<file path="config.mk">
export PLATFORM = sky130hd
export DESIGN_NAME = sync_link_ctrl_flat
export DESIGN_NICKNAME = d
export VERILOG_FILES = /design/src/rtl/sync_link_if.sv /design/src/rtl/sync_link_ctrl.sv /design/src/flat_wrapper.sv
export SDC_FILE = /design/constraint.sdc
export NUM_CORES = 1
export LEC_CHECK = 0
export BUFFER_PORTS_ARGS = -buffer_cell sky130_fd_sc_hd__buf_2
export CAP_MARGIN = 20
export CORE_ASPECT_RATIO = 2
export CORE_MARGIN = 4
export CORE_UTILIZATION = 35
export CTS_CLUSTER_DIAMETER = 100
export DETAILED_ROUTE_END_ITERATION = 7
export PLACE_DENSITY = 0.61
export SLEW_MARGIN = 20
export SYNTH_ARGS = -nofsm -noshare
export SYNTH_HDL_FRONTEND = slang
export SYNTH_SLANG_ARGS = --single-unit
</file>
<file path="constraint.sdc">
create_clock -name sync_clk -period 2.3 [get_ports sync_clk]
set_input_delay 0.115 -clock sync_clk [delete_from_list [all_inputs] [get_ports sync_clk]]
set_output_delay 0.115 -clock sync_clk [all_outputs]
set_load 0.02 [all_outputs]
</file>
<file path="src/rtl/sync_link_if.sv">
// Signal bundle between the link controller, management and the synchronizer.
// lost_sync_count is present only when SYNC_LINK_CTRL_STATS_EN is defined.
interface sync_link_if #(
  parameter int RETRY_W = 4
);
  logic               link_enable;
  logic               code_sync_status;
  logic               sync_rst_n;
  logic               link_up;
  logic               link_fail;
  logic [RETRY_W-1:0] retry_count;
  logic [2:0]         state;
`ifdef SYNC_LINK_CTRL_STATS_EN
  logic [7:0]         lost_sync_count;
`endif

  modport master (
    input  link_enable,
    input  code_sync_status,
`ifdef SYNC_LINK_CTRL_STATS_EN
    output lost_sync_count,
`endif
    output sync_rst_n,
    output link_up,
    output link_fail,
    output retry_count,
    output state
  );

  modport slave (
    output link_enable,
    output code_sync_status,
`ifdef SYNC_LINK_CTRL_STATS_EN
    input  lost_sync_count,
`endif
    input  sync_rst_n,
    input  link_up,
    input  link_fail,
    input  retry_count,
    input  state
  );
endinterface

</file>
<file path="src/rtl/sync_link_ctrl.sv">
// Link bring-up controller: resets and times the code-group synchronizer.
// Optional loss statistics via the SYNC_LINK_CTRL_STATS_EN macro.
module sync_link_ctrl #(
  parameter int RST_CYCLES     = 4,
  parameter int TIMEOUT_CYCLES = 64,
  parameter int STABLE_CYCLES  = 8,
  parameter int MAX_RETRIES    = 3,
  parameter int CNT_W          = 8,
  parameter int RETRY_W        = 4
) (
  input  logic        sync_clk,
  input  logic        mr_main_reset,
  sync_link_if.master lnk
);

  typedef enum logic [2:0] {
    S_IDLE  = 3'd0,
    S_RESET = 3'd1,
    S_WAIT  = 3'd2,
    S_QUAL  = 3'd3,
    S_UP    = 3'd4,
    S_FAIL  = 3'd5
  } state_t;

  localparam logic [CNT_W-1:0] L_RST_END =
    CNT_W'(RST_CYCLES - 1);
  localparam logic [CNT_W-1:0] L_TO_END =
    CNT_W'(TIMEOUT_CYCLES - 1);
  localparam logic [CNT_W-1:0] L_STABLE =
    CNT_W'(STABLE_CYCLES);
  localparam logic [RETRY_W-1:0] L_MAX_RT =
    RETRY_W'(MAX_RETRIES);

  state_t             r_state;
  state_t             w_state_nx;
  logic [CNT_W-1:0]   r_timer;
  logic [CNT_W-1:0]   w_timer_nx;
  logic [RETRY_W-1:0] r_retry;
  logic [RETRY_W-1:0] w_retry_nx;
  logic               r_rst_n;
  logic               r_up;
  logic               r_fail;
  logic               w_rst_n_nx;
  logic               w_up_nx;
  logic               w_fail_nx;
  logic               w_cs;

  assign w_cs = lnk.code_sync_status;

  always_ff @(posedge sync_clk) begin
    if (mr_main_reset) begin
      r_state <= S_IDLE;
      r_timer <= '0;
      r_retry <= '0;
      r_rst_n <= 1'b0;
      r_up    <= 1'b0;
      r_fail  <= 1'b0;
    end else begin
      r_state <= w_state_nx;
      r_timer <= w_timer_nx;
      r_retry <= w_retry_nx;
      r_rst_n <= w_rst_n_nx;
      r_up    <= w_up_nx;
      r_fail  <= w_fail_nx;
    end
  end

  always_comb begin
    w_state_nx = r_state;
    w_timer_nx = r_timer;
    w_retry_nx = r_retry;
    if (!lnk.link_enable) begin
      w_state_nx = S_IDLE;
      w_timer_nx = '0;
      w_retry_nx = '0;
    end else begin
      unique case (r_state)
        S_IDLE: begin
          w_state_nx = S_RESET;
          w_timer_nx = '0;
        end
        S_RESET: begin
          if (r_timer >= L_RST_END) begin
            w_state_nx = S_WAIT;
            w_timer_nx = '0;
          end else begin
            w_timer_nx = r_timer + 1'b1;
          end
        end
        S_WAIT: begin
          if (w_cs) begin
            w_state_nx = S_QUAL;
            w_timer_nx = '0;
          end else if (r_timer >= L_TO_END) begin
            w_timer_nx = '0;
            if (r_retry < L_MAX_RT) begin
              w_retry_nx = r_retry + 1'b1;
              w_state_nx = S_RESET;
            end else begin
              w_state_nx = S_FAIL;
            end
          end else begin
            w_timer_nx = r_timer + 1'b1;
          end
        end
        S_QUAL: begin
          // Drop-out returns to hunting without spending a retry.
          if (!w_cs) begin
            w_state_nx = S_WAIT;
            w_timer_nx = '0;
          end else if (r_timer >= L_STABLE) begin
            w_state_nx = S_UP;
            w_timer_nx = '0;
            w_retry_nx = '0;
          end else begin
            w_timer_nx = r_timer + 1'b1;
          end
        end
        S_UP: begin
          w_retry_nx = '0;
          if (!w_cs) begin
            w_state_nx = S_WAIT;
            w_timer_nx = '0;
          end
        end
        S_FAIL: begin
          w_timer_nx = '0;
        end
        default: begin
          w_state_nx = S_IDLE;
          w_timer_nx = '0;
          w_retry_nx = '0;
        end
      endcase
    end
  end

  // Outputs are decoded from the next state so they register with it.
  always_comb begin
    w_rst_n_nx = 1'b0;
    w_up_nx    = 1'b0;
    w_fail_nx  = 1'b0;
    unique case (w_state_nx)
      S_WAIT:  w_rst_n_nx = 1'b1;
      S_QUAL:  w_rst_n_nx = 1'b1;
      S_UP: begin
        w_rst_n_nx = 1'b1;
        w_up_nx    = 1'b1;
      end
      S_FAIL:  w_fail_nx  = 1'b1;
      default: w_rst_n_nx = 1'b0;
    endcase
  end

  assign lnk.sync_rst_n  = r_rst_n;
  assign lnk.link_up     = r_up;
  assign lnk.link_fail   = r_fail;
  assign lnk.retry_count = r_retry;
  assign lnk.state       = r_state;

`ifdef SYNC_LINK_CTRL_STATS_EN
  logic [7:0] r_lost;
  logic       w_lost_ev;

  assign w_lost_ev = (r_state == S_UP) &&
                     (w_state_nx == S_WAIT);

  always_ff @(posedge sync_clk) begin
    if (mr_main_reset) begin
      r_lost <= '0;
    end else if (w_lost_ev && (r_lost != 8'hFF)) begin
      r_lost <= r_lost + 8'd1;
    end
  end

  assign lnk.lost_sync_count = r_lost;
`endif

endmodule
</file>
<file path="src/flat_wrapper.sv">
// flat-port wrapper written by rule: the top's interface ports become plain ports
module sync_link_ctrl_flat 
#(
  parameter int RST_CYCLES     = 4,
  parameter int TIMEOUT_CYCLES = 64,
  parameter int STABLE_CYCLES  = 8,
  parameter int MAX_RETRIES    = 3,
  parameter int CNT_W          = 8,
  parameter int RETRY_W        = 4
)
  (sync_clk, mr_main_reset, lnk_link_enable, lnk_code_sync_status, lnk_sync_rst_n, lnk_link_up, lnk_link_fail, lnk_retry_count, lnk_state);
  sync_link_if #(.RETRY_W(RETRY_W)) lnk_i ();
  input  logic sync_clk;
  input  logic mr_main_reset;
  input wire logic [$bits(lnk_i.link_enable)-1:0] lnk_link_enable;
  input wire logic [$bits(lnk_i.code_sync_status)-1:0] lnk_code_sync_status;
  output wire logic [$bits(lnk_i.sync_rst_n)-1:0] lnk_sync_rst_n;
  output wire logic [$bits(lnk_i.link_up)-1:0] lnk_link_up;
  output wire logic [$bits(lnk_i.link_fail)-1:0] lnk_link_fail;
  output wire logic [$bits(lnk_i.retry_count)-1:0] lnk_retry_count;
  output wire logic [$bits(lnk_i.state)-1:0] lnk_state;
  assign lnk_i.link_enable = lnk_link_enable;
  assign lnk_i.code_sync_status = lnk_code_sync_status;
  assign lnk_sync_rst_n = lnk_i.sync_rst_n;
  assign lnk_link_up = lnk_i.link_up;
  assign lnk_link_fail = lnk_i.link_fail;
  assign lnk_retry_count = lnk_i.retry_count;
  assign lnk_state = lnk_i.state;
  sync_link_ctrl #(.RST_CYCLES(RST_CYCLES), .TIMEOUT_CYCLES(TIMEOUT_CYCLES), .STABLE_CYCLES(STABLE_CYCLES), .MAX_RETRIES(MAX_RETRIES), .CNT_W(CNT_W), .RETRY_W(RETRY_W)) u_core (.sync_clk(sync_clk), .mr_main_reset(mr_main_reset), .lnk(lnk_i));
endmodule
</file>
# --- Word-level counts from Yosys, hierarchy flattened ---
# Cells that the tools add are included.
word_totals:
  register_bits: 18
  inputBits: 4
  output_inout_bits: 10
  elab_cells: 59
classes:
  add_sub_neg: 2
  magnitude_cmp: 4
  n_eq_ne: 15
  n_mux: 25
  bitwise_logic: 2
  reduce_logical: 5
ops:
  columns: ["operator", "n"]
  rows:
  - ["two-way mux 8 bit", 6]
  - ["one-hot mux 8 bit (4 select lines)", 1]
  - ["two-way mux 3 bit", 8]
  - ["two-way mux 4 bit", 5]
  - ["one-hot mux 3 bit (6 select lines)", 1]
  - ["== test 3 x 2 -> 1 bit (second input constant)", 4]
  - ["== test 3 bit (second input constant)", 4]
  - ["one-hot mux 4 bit (3 select lines)", 1]
  - ["adder 8 x 1 -> 8 bit (second input constant)", 1]
  - [">= comparator 8 x 2 -> 1 bit (second input constant)", 1]
  - [">= comparator 8 x 4 -> 1 bit (second input constant)", 1]
  - [">= comparator 8 x 6 -> 1 bit (second input constant)", 1]
  - ["inequality test 2 x 1 -> 1 bit (second input constant)", 3]
  - ["inequality test 2 bit (second input constant)", 3]
  - ["AND reduction 6 bit", 1]
  - ["OR reduction 3 bit", 2]
  - ["adder 4 x 1 -> 4 bit (second input constant)", 1]
  - ["< comparator 4 x 2 -> 1 bit (second input constant)", 1]
  - ["== test 3 x 1 -> 1 bit (second input constant)", 1]
  - ["zero test 3 bit", 1]
  - ["two-way mux 1 bit", 3]
  - ["NOT 1 bit", 2]
  - ["OR reduction 2 bit", 1]

# --- Logic depth before layout (Yosys ltp) ---
# Gate-level depths: netlist of the first run.
logic_depth:
  depth_word: 9
  ltp_mapped: 6
  mapped_depth_nobuf: 6

# --- Least setup slack after synthesis of the first run ---
# OpenSTA, ideal clock, no wires.
synth_path:
  path_type: "flip-flop to flip-flop"
  start: "reg u_core.r_timer[0]"
  end: "reg u_core.r_retry[1] (netlist: u_core.lnk.retry_count[1])"
  setup_time_ps: 117
  arrival_ps: 1661
  required_time_ps: 2183
  setup_slack_ps: 521
  stages_incl_launch_ff: 7
  path_buffers: 0
  synth_period_minus_slack_ps: 1779
  path_cell_list: "dfxtp_1 ha_1 nand3_1 o21a_1 o311ai_1 nand2_1 a32o_1"
synth_via:
  elab_chain_cells: 3
  elab_cells_between_ends: 5
  cone_classes: "order compare: 2; eq/ne: 2; reduce/logical: 1"
synth_lines:
  columns: ["item", "line_no", "rtl"]
  rows:
  - ["from (decl)", "sync_link_ctrl.sv:36", "logic [CNT_W-1:0] r_timer;"]
  - ["from (signal assigned)", "sync_link_ctrl.sv:60", "r_timer <= w_timer_nx;"]
  - [">= comparator 8 x 4 -> 1 bit / >= comparator 8 x 6 -> 1 bit (equally long branches)", "sync_link_ctrl.sv:111, sync_link_ctrl.sv:94", null]
  - ["inequality test 2 x 1 -> 1 bit (no line)", null, null]
  - ["AND reduction 6 bit (no line) *", null, null]
  - ["to (signal assigned)", "sync_link_ctrl.sv:61", "r_retry <= w_retry_nx;"]
  - ["to (decl)", "sync_link_ctrl.sv:38", "logic [RETRY_W-1:0] r_retry;"]
# Mark *: on every way between the ends. The rest lies on a longest branch, timed or not.
# A chain may end at the register's enable or synchronous reset.

# --- Worst setup path in the final report of the first run ---
# Same ends and word-level chain as after synthesis.

==> results by group, run 1 <==
Worst setup path
  • Critical Path RT: around 2.5 ns
  • Crit path max fanout: 5
  • WP data arrival: 2.17 ns
  • Crit. path cell count: 6
  • Reg2reg path depth: 6
  • CP endpoint: u_core.lnk.retry_count[1]
  • R2r setup slk: about 0.27 ns
  • Crit. Startpoint: u_core.r_timer[0]
  • Reg2reg start: u_core.r_timer[0]
  • CP cell instances: ha_1 > nand3_1 > o21a_1 > o311ai_1 > nand2_1 > a32o_1
  • Crit path max-delay family: compound AO/OA/AOI/OAI gates
  • CP endpoint kind: register
  • Element type at the critical path start: register
  • Slowest CP cell: o311ai_1
  • WS Path Type: register to register
  • Max incr delay on CP: ~0.46 ns
  • CP bufs+invs: 0
  • RR Endpoint: u_core.lnk.retry_count[1]

Pwr
  • Static leakage: approximately 0.46 nW
  • Max VDD drop: around 0.26 mV
  • Tot Pwr: 0.000607 W
  • Pwr dens: around 550 nW/µm²

Global routing
  • Gr usage total: around an eighth
  • First-pass GRT wire length: roughly 3700 µm
  • Grt total ovfl: 0
  • Initial antenna violation count: 0
  • Largest net degree at the start of global routing: 14
  • Vias in the first global route: between 800 and 900

Timing
  • Final hold vios: 0
  • RSZ-0062 raised after global routing: false
  • Worst Skew: 0.00212 ns
  • Tcrit/Tclk final: between 80% and 90%
  • Setup TNS: 0 ns
  • Final Critical Period: between 2 and 2.5 ns
  • Peak Freq: approximately 490 MHz
  • Finish-stage setup viols: 0
  • Slew HR: roughly 65%
  • Max-slew violation count: 0
  • Worst Tran Pin Value: roughly 0.52 ns
  • Fin Hold WS: between 0.2 and 0.25 ns

Cells and area
  • Nets: 141
  • FILL cells: 270
  • Final design area excluding fillers: roughly 1100 µm²
  • Layout overhead on the synthesized area: 15.7%
  • ANT cells: 0
  • Layout cell share with drive strength beyond 1: approximately a fifth
  • Non-Filler Instances: approximately 160

Synth
  • Adder-Cell Fraction of Synth Area: ~4%
  • Multiplexer area fraction after synthesis: 0%
  • Mapped cell area: roughly 950 µm²
  • Largest family of logic cells by synthesized area: simple AND/OR/NAND/NOR gates
  • Mean post-synth cell area: ~8.0 µm²
  • Synth Register Bits: 18
  • Syn Inst Count: between 100 and 150
  • Synth Area in XOR/XNOR: 0%
  • YS warnings: 0
  • Mapped Nets: roughly 130
  • Register area share after synthesis: 37.7%
  • Yosys cell types: 38
  • Synth Area in Simple Gates: between 30% and 40%
  • Compound-gate portion of the synthesized area: 19.5%

Routing
  • Post-DR vias/cell: ~5.5
  • Vias: approximately 880
  • Total wire length: 2140 µm
  • Initial DRC count: 36
  • Drt wl/cell: around 13 µm
  • DR DRC count: 0
  • Post-DRT Antenna Nets: 0
  • Drt pass-1 iters: 4

Status
  • Outcome: completed

CTS
  • Hold buffer count at cts: 0
  • CTS tree: done
  • Cts bufs inserted: 3
  • Worst-path clk slew: 0.07 ns
  • Clock root buffer: clkbuf_8
  • H-tree depth: 1
  • Clk Latency, worst-skew pair: 0.25 ns
  • Post-CTS Resized: 0
  • Longest Clk Path Bufs: 2
  • Post CTS Setup Buffer Count: 0
  • Clock Sinks: 18

Die
  • Core ar.: 2570 µm²
  • Starting Density: a little under two fifths
  • Die Span Y: roughly 82 µm
  • Row count: 26
  • Die width: ~45 µm
  • Ports: 14
  • Die area: 3680 µm²

Min path
  • HP Class: input port to register
  • Hold path startpoint: mr_main_reset

Placement
  • Inst Count DP: 157
  • Placer congestion estimate: 0.855
  • Dpl cell area: 1050 µm²
  • Port bufs: 13
  • Post-DP HPWL: about 1700 µm

Flow run
  • # Max-Cap Violations: 0
## layout by cell type (no fill, tap or decap), drive strengths merged, types with 3 or more instances in the layout
master / count
nor2: 9
and3: 3
dfxtp: 18
nor2b: 8
or3: 3
buf: 15
a21oi: 3
nor3: 4
clkbuf: 4
a31oi: 6
nand3: 7
o21ai: 4
ha: 3
nand2: 19
## registers in the layout (all words and copies together), names as in the netlist
register	count
u_core.lnk.link_fail	1
u_core.lnk.link_up	1
u_core.lnk.retry_count	4
u_core.lnk.state	3
u_core.lnk.sync_rst_n	1
u_core.r_timer	8
## stage by stage
stage               setup slack (ns)  util (%)
CTS                            0.269      43.0
global route                  0.0578      43.0
finish                         0.274      43.0
detailed placement             0.283      40.8
global placement               0.333      40.8
floorplan                      0.521         -
## layout make-up
type | count | area (µm²) | share of cell area [%]
flip-flops and latches | 18 | 360 | 32.6
multi-input cells | 94 | 567 | 51.3
repair buffers | 15 | 80.1 | 7.25
well taps | 28 | 35.0 | 3.17
inverters | 2 | 7.51 | 0.680
clock buffers | 4 | 55.1 | 4.98
## worst register-to-register path, cell delays in order (launching register included)
cell      delay, ns
dfxtp_1        0.41
ha_1           0.24
nand3_1        0.17
o21a_1         0.22
o311ai_1       0.46
nand2_1        0.14
a32o_1         0.28
## routing by layer
metal	share of wire, %	track usage, %	wire length (µm)	vias to the layer above
met1	39	13.0	825	409
met4	2.0	4.99	43	0
li1	-	-	-	453
met2	56	25.0	1200	14
met5	0	0	0	-
met3	3.2	2.41	69	6
## worst min path at each step
stage,endpoint,slack (ns),cells past startpoint
CTS,u_core.r_timer[6],0.22,4
floorplan,u_core.r_timer[6],0.32,3
detailed placement,u_core.r_timer[6],0.45,2
global route,u_core.r_timer[6],0.26,4
finish,u_core.r_timer[6],0.22,4
global placement,u_core.r_timer[6],0.45,2
## Yosys cell counts, drive strengths merged
cell	number	share of area, %
nor2b	8	5.2
a211o	1	0.92
a31o	1	0.92
nand2	19	7.5
a32o	1	1.0
o311a	1	1.0
o311ai	1	0.92
nor4	2	1.3
nor3b	2	1.6
or4	1	1.2
a21o	1	0.79
and3	3	2.0
nand3b	1	0.79
a211oi	1	1.3
or2	1	0.66
inv	2	0.79
a22oi	1	0.79
or3	3	2.0
and2	2	1.3
o21bai	1	0.79
nor2	9	3.5
clkbuf	4	1.7
nor3	4	2.1
o211ai	1	0.79
nand2b	2	1.3
or3b	2	1.8
a21oi	3	1.6
a31oi	6	3.9
o21ai	4	3.3
dfxtp	18	38
o21a	1	0.79
buf	1	0.39
o22ai	1	0.66
ha	3	3.9
nand3	7	3.7
## logic make-up after synthesis
kind of cell    after synthesis
buf+inv                       7
compound gates               25
fa+ha+maj                     3
flops                        18
simple gates                 66
## power by group
part | switching [W] | internal (W)
Clock | 0.000108 | 0.000152
Sequential | 0.00000174 | 0.000313
Combinational | 0.0000203 | 0.0000117
Total | 0.000130 | 0.000477
Note: power is estimated with default switching activity, not from simulation.
==> run 2: changes to the inputs <==
--- a/config.mk
+++ b/config.mk
@@ -7,12 +7,14 @@
 export LEC_CHECK = 0
 export BUFFER_PORTS_ARGS = -buffer_cell sky130_fd_sc_hd__buf_2
 export CAP_MARGIN = 20
+export CELL_PAD_IN_SITES_DETAIL_PLACEMENT = 0
+export CELL_PAD_IN_SITES_GLOBAL_PLACEMENT = 1
 export CORE_ASPECT_RATIO = 2
 export CORE_MARGIN = 4
 export CORE_UTILIZATION = 35
 export CTS_CLUSTER_DIAMETER = 100
 export DETAILED_ROUTE_END_ITERATION = 7
-export PLACE_DENSITY = 0.61
+export PLACE_DENSITY = 0.76
 export SLEW_MARGIN = 20
 export SYNTH_ARGS = -nofsm -noshare
 export SYNTH_HDL_FRONTEND = slang
==> run 2 against run 1 <==
Maximum frequency down 1.3%. Cell count down 0.62%. Count of clock-buffer cells in the layout unchanged. Sequential power about the same. Highest routed layer unchanged. Critical path depth unchanged. Wire length up 6.1%. Setup slack worse by 0.026 ns. Worst hold slack worse by 0.0044 ns. Sequential share of layout area up 0.22 points.
==> results by group, run 2 (same netlist as run 1, synthesis figures left out) <==
Routing
  • Post-DR vias/cell: ~5.5
  • Initial DRC count: 9
  • DR DRC count: 0
  • Total wire length: approximately 2300 µm
  • Vias: just under 900
  • Post-DRT Antenna Nets: 0
  • Drt wl/cell: roughly 14 µm
  • Drt pass-1 iters: 4

Cells and area
  • Sequential cell area: about 360 µm²
  • FILL cells: between 200 and 300
  • Layout cell share with drive strength beyond 1: a little under a fifth
  • Most common cell after layout, fill and taps aside: nand2_1
  • Final Util: 42.7%
  • Commonest cells after routing, fill and taps aside: nand2_1, dfxtp_1, buf_2
  • Nets: 140
  • Largest Register: u_core.r_timer
  • Area of the multi-input gates: about 570 µm²
  • Max FFs per register: 8
  • ANT cells: 0
  • Layout overhead on the synthesized area: 14.9%

Worst setup path
  • Reg2reg start: u_core.r_timer[0]
  • CP cell instances: ha_1 > nand3_1 > o21a_1 > o311ai_1 > nand2_1 > a32o_1
  • Crit. Startpoint: u_core.r_timer[0]
  • Max incr delay on CP: roughly 0.48 ns
  • RR Endpoint: u_core.lnk.retry_count[1]
  • Slowest CP cell: o311ai_1
  • Element type at the critical path start: register
  • Reg2reg path depth: 6
  • Crit path max fanout: 5
  • Critical Path RT: between 2 and 2.5 ns
  • WP data arrival: 2.20 ns
  • WS Path Type: register to register
  • CP endpoint kind: register
  • R2r setup slk: between 0.2 and 0.25 ns

Placement
  • Placer congestion estimate: 0.782
  • Post-DP HPWL: approximately 1800 µm
  • Port bufs: 13

Timing
  • Setup TNS: 0 ns
  • Final hold vios: 0
  • RSZ-0062 raised after global routing: false
  • Max-slew violation count: 0
  • Slew HR: between 60 and 70%
  • Worst Tran Pin Value: 0.554 ns
  • Worst Skew: between 0.005 and 0.006 ns
  • Tcrit/Tclk final: just under 90%
  • Peak Freq: roughly 490 MHz
  • Finish-stage setup viols: 0
  • Final Critical Period: just over 2 ns

Pwr
  • Pwr dens: approximately 560 nW/µm²
  • Static leakage: about 0.46 nW
  • Tot Pwr: 0.000611 W
  • Max VDD drop: between 0.4 and 0.5 mV

Global routing
  • Initial antenna violation count: 0
  • Vias in the first global route: 869
  • Gr usage total: roughly 14%
  • Grt total ovfl: 0
  • First-pass GRT wire length: roughly 3900 µm
  • Largest net degree at the start of global routing: 14

Min path
  • Hold Path End: u_core.r_timer[6]
  • Hold path startpoint: mr_main_reset
  • HP Class: input port to register
  • Hold depth: 4

Flow run
  • # Max-Cap Violations: 0

Die
  • Core ar.: approximately 2600 µm²
  • Ports: 14
  • Die area: about 3700 µm²
  • Starting Density: between 30% and 40%
  • Row count: 26
  • Die width: 44.9 µm
  • Die Span Y: a little over 80 µm

Status
  • Outcome: completed

CTS
  • Hold buffer count at cts: 0
  • Clk Latency, worst-skew pair: about 0.26 ns
  • Longest Clk Path Bufs: 2
  • Post CTS Setup Buffer Count: 0
  • Clock root buffer: clkbuf_8
  • Clock Sinks: 18
  • Post-CTS Resized: 0
  • Cts bufs inserted: 3
  • CTS tree: done
  • H-tree depth: 1
  • Worst-path clk slew: 0.07 ns
==> run 2: per-layer routing <==
| layer | share of wire, % | track usage, % |
|---|---|---|
| met1 | 40 | 13.8 |
| met5 | 0 | 0 |
| met3 | 2.6 | 2.19 |
| met4 | 1.8 | 5.28 |
| met2 | 56 | 26.8 |
==> run 2: worst max-delay path: cells and delay by family (launching register included) <==
| kind | cells | cell delay (ns) |
|---|---|---|
| AOI/OAI and AO/OA | 3 | 0.98 |
| DFF | 1 | 0.41 |
| and+or+nand+nor | 2 | 0.29 |
| adders and majority gates | 1 | 0.26 |
==> run 2: final cells by class <==
class	count	area share, %
clock buffer	4	5.02
inverter	2	0.684
multi-input combinational	94	51.7
sequential	18	32.8
tap	28	3.19
timing repair buffer	14	6.61
==> run 2: per-stage QoR <==
step / worst slack, ns / instances / cell area (µm²) / hold slack (ns)
detailed placement: 0.257 / 156 / 1040 / 0.454
finish: 0.249 / 160 / 1100 / 0.215
global placement: 0.339 / 156 / 1040 / 0.451
floorplan: 0.521 / 119 / 955 / 0.317
CTS: 0.238 / 160 / 1100 / 0.207
global route: 0.0479 / 160 / 1100 / 0.231
==> run 2: worst max-delay path by stage <==
stage / cells after the start / to
after global routing: 6 / u_core.lnk.retry_count[1]
after CTS: 6 / u_core.lnk.retry_count[1]
after detailed placement: 6 / u_core.lnk.retry_count[1]
final: 6 / u_core.lnk.retry_count[1]
after floorplan: 6 / u_core.lnk.retry_count[1]
after global placement: 6 / u_core.lnk.retry_count[1]
==> run 2: where the power goes <==
group | leakage (nW) | internal (W) | switching [W]
Combinational | 0.286 | 0.0000104 | 0.0000176
Sequential | 0.145 | 0.000313 | 0.00000400
Clock | 0.0288 | 0.000152 | 0.000113
Total | 0.460 | 0.000476 | 0.000135
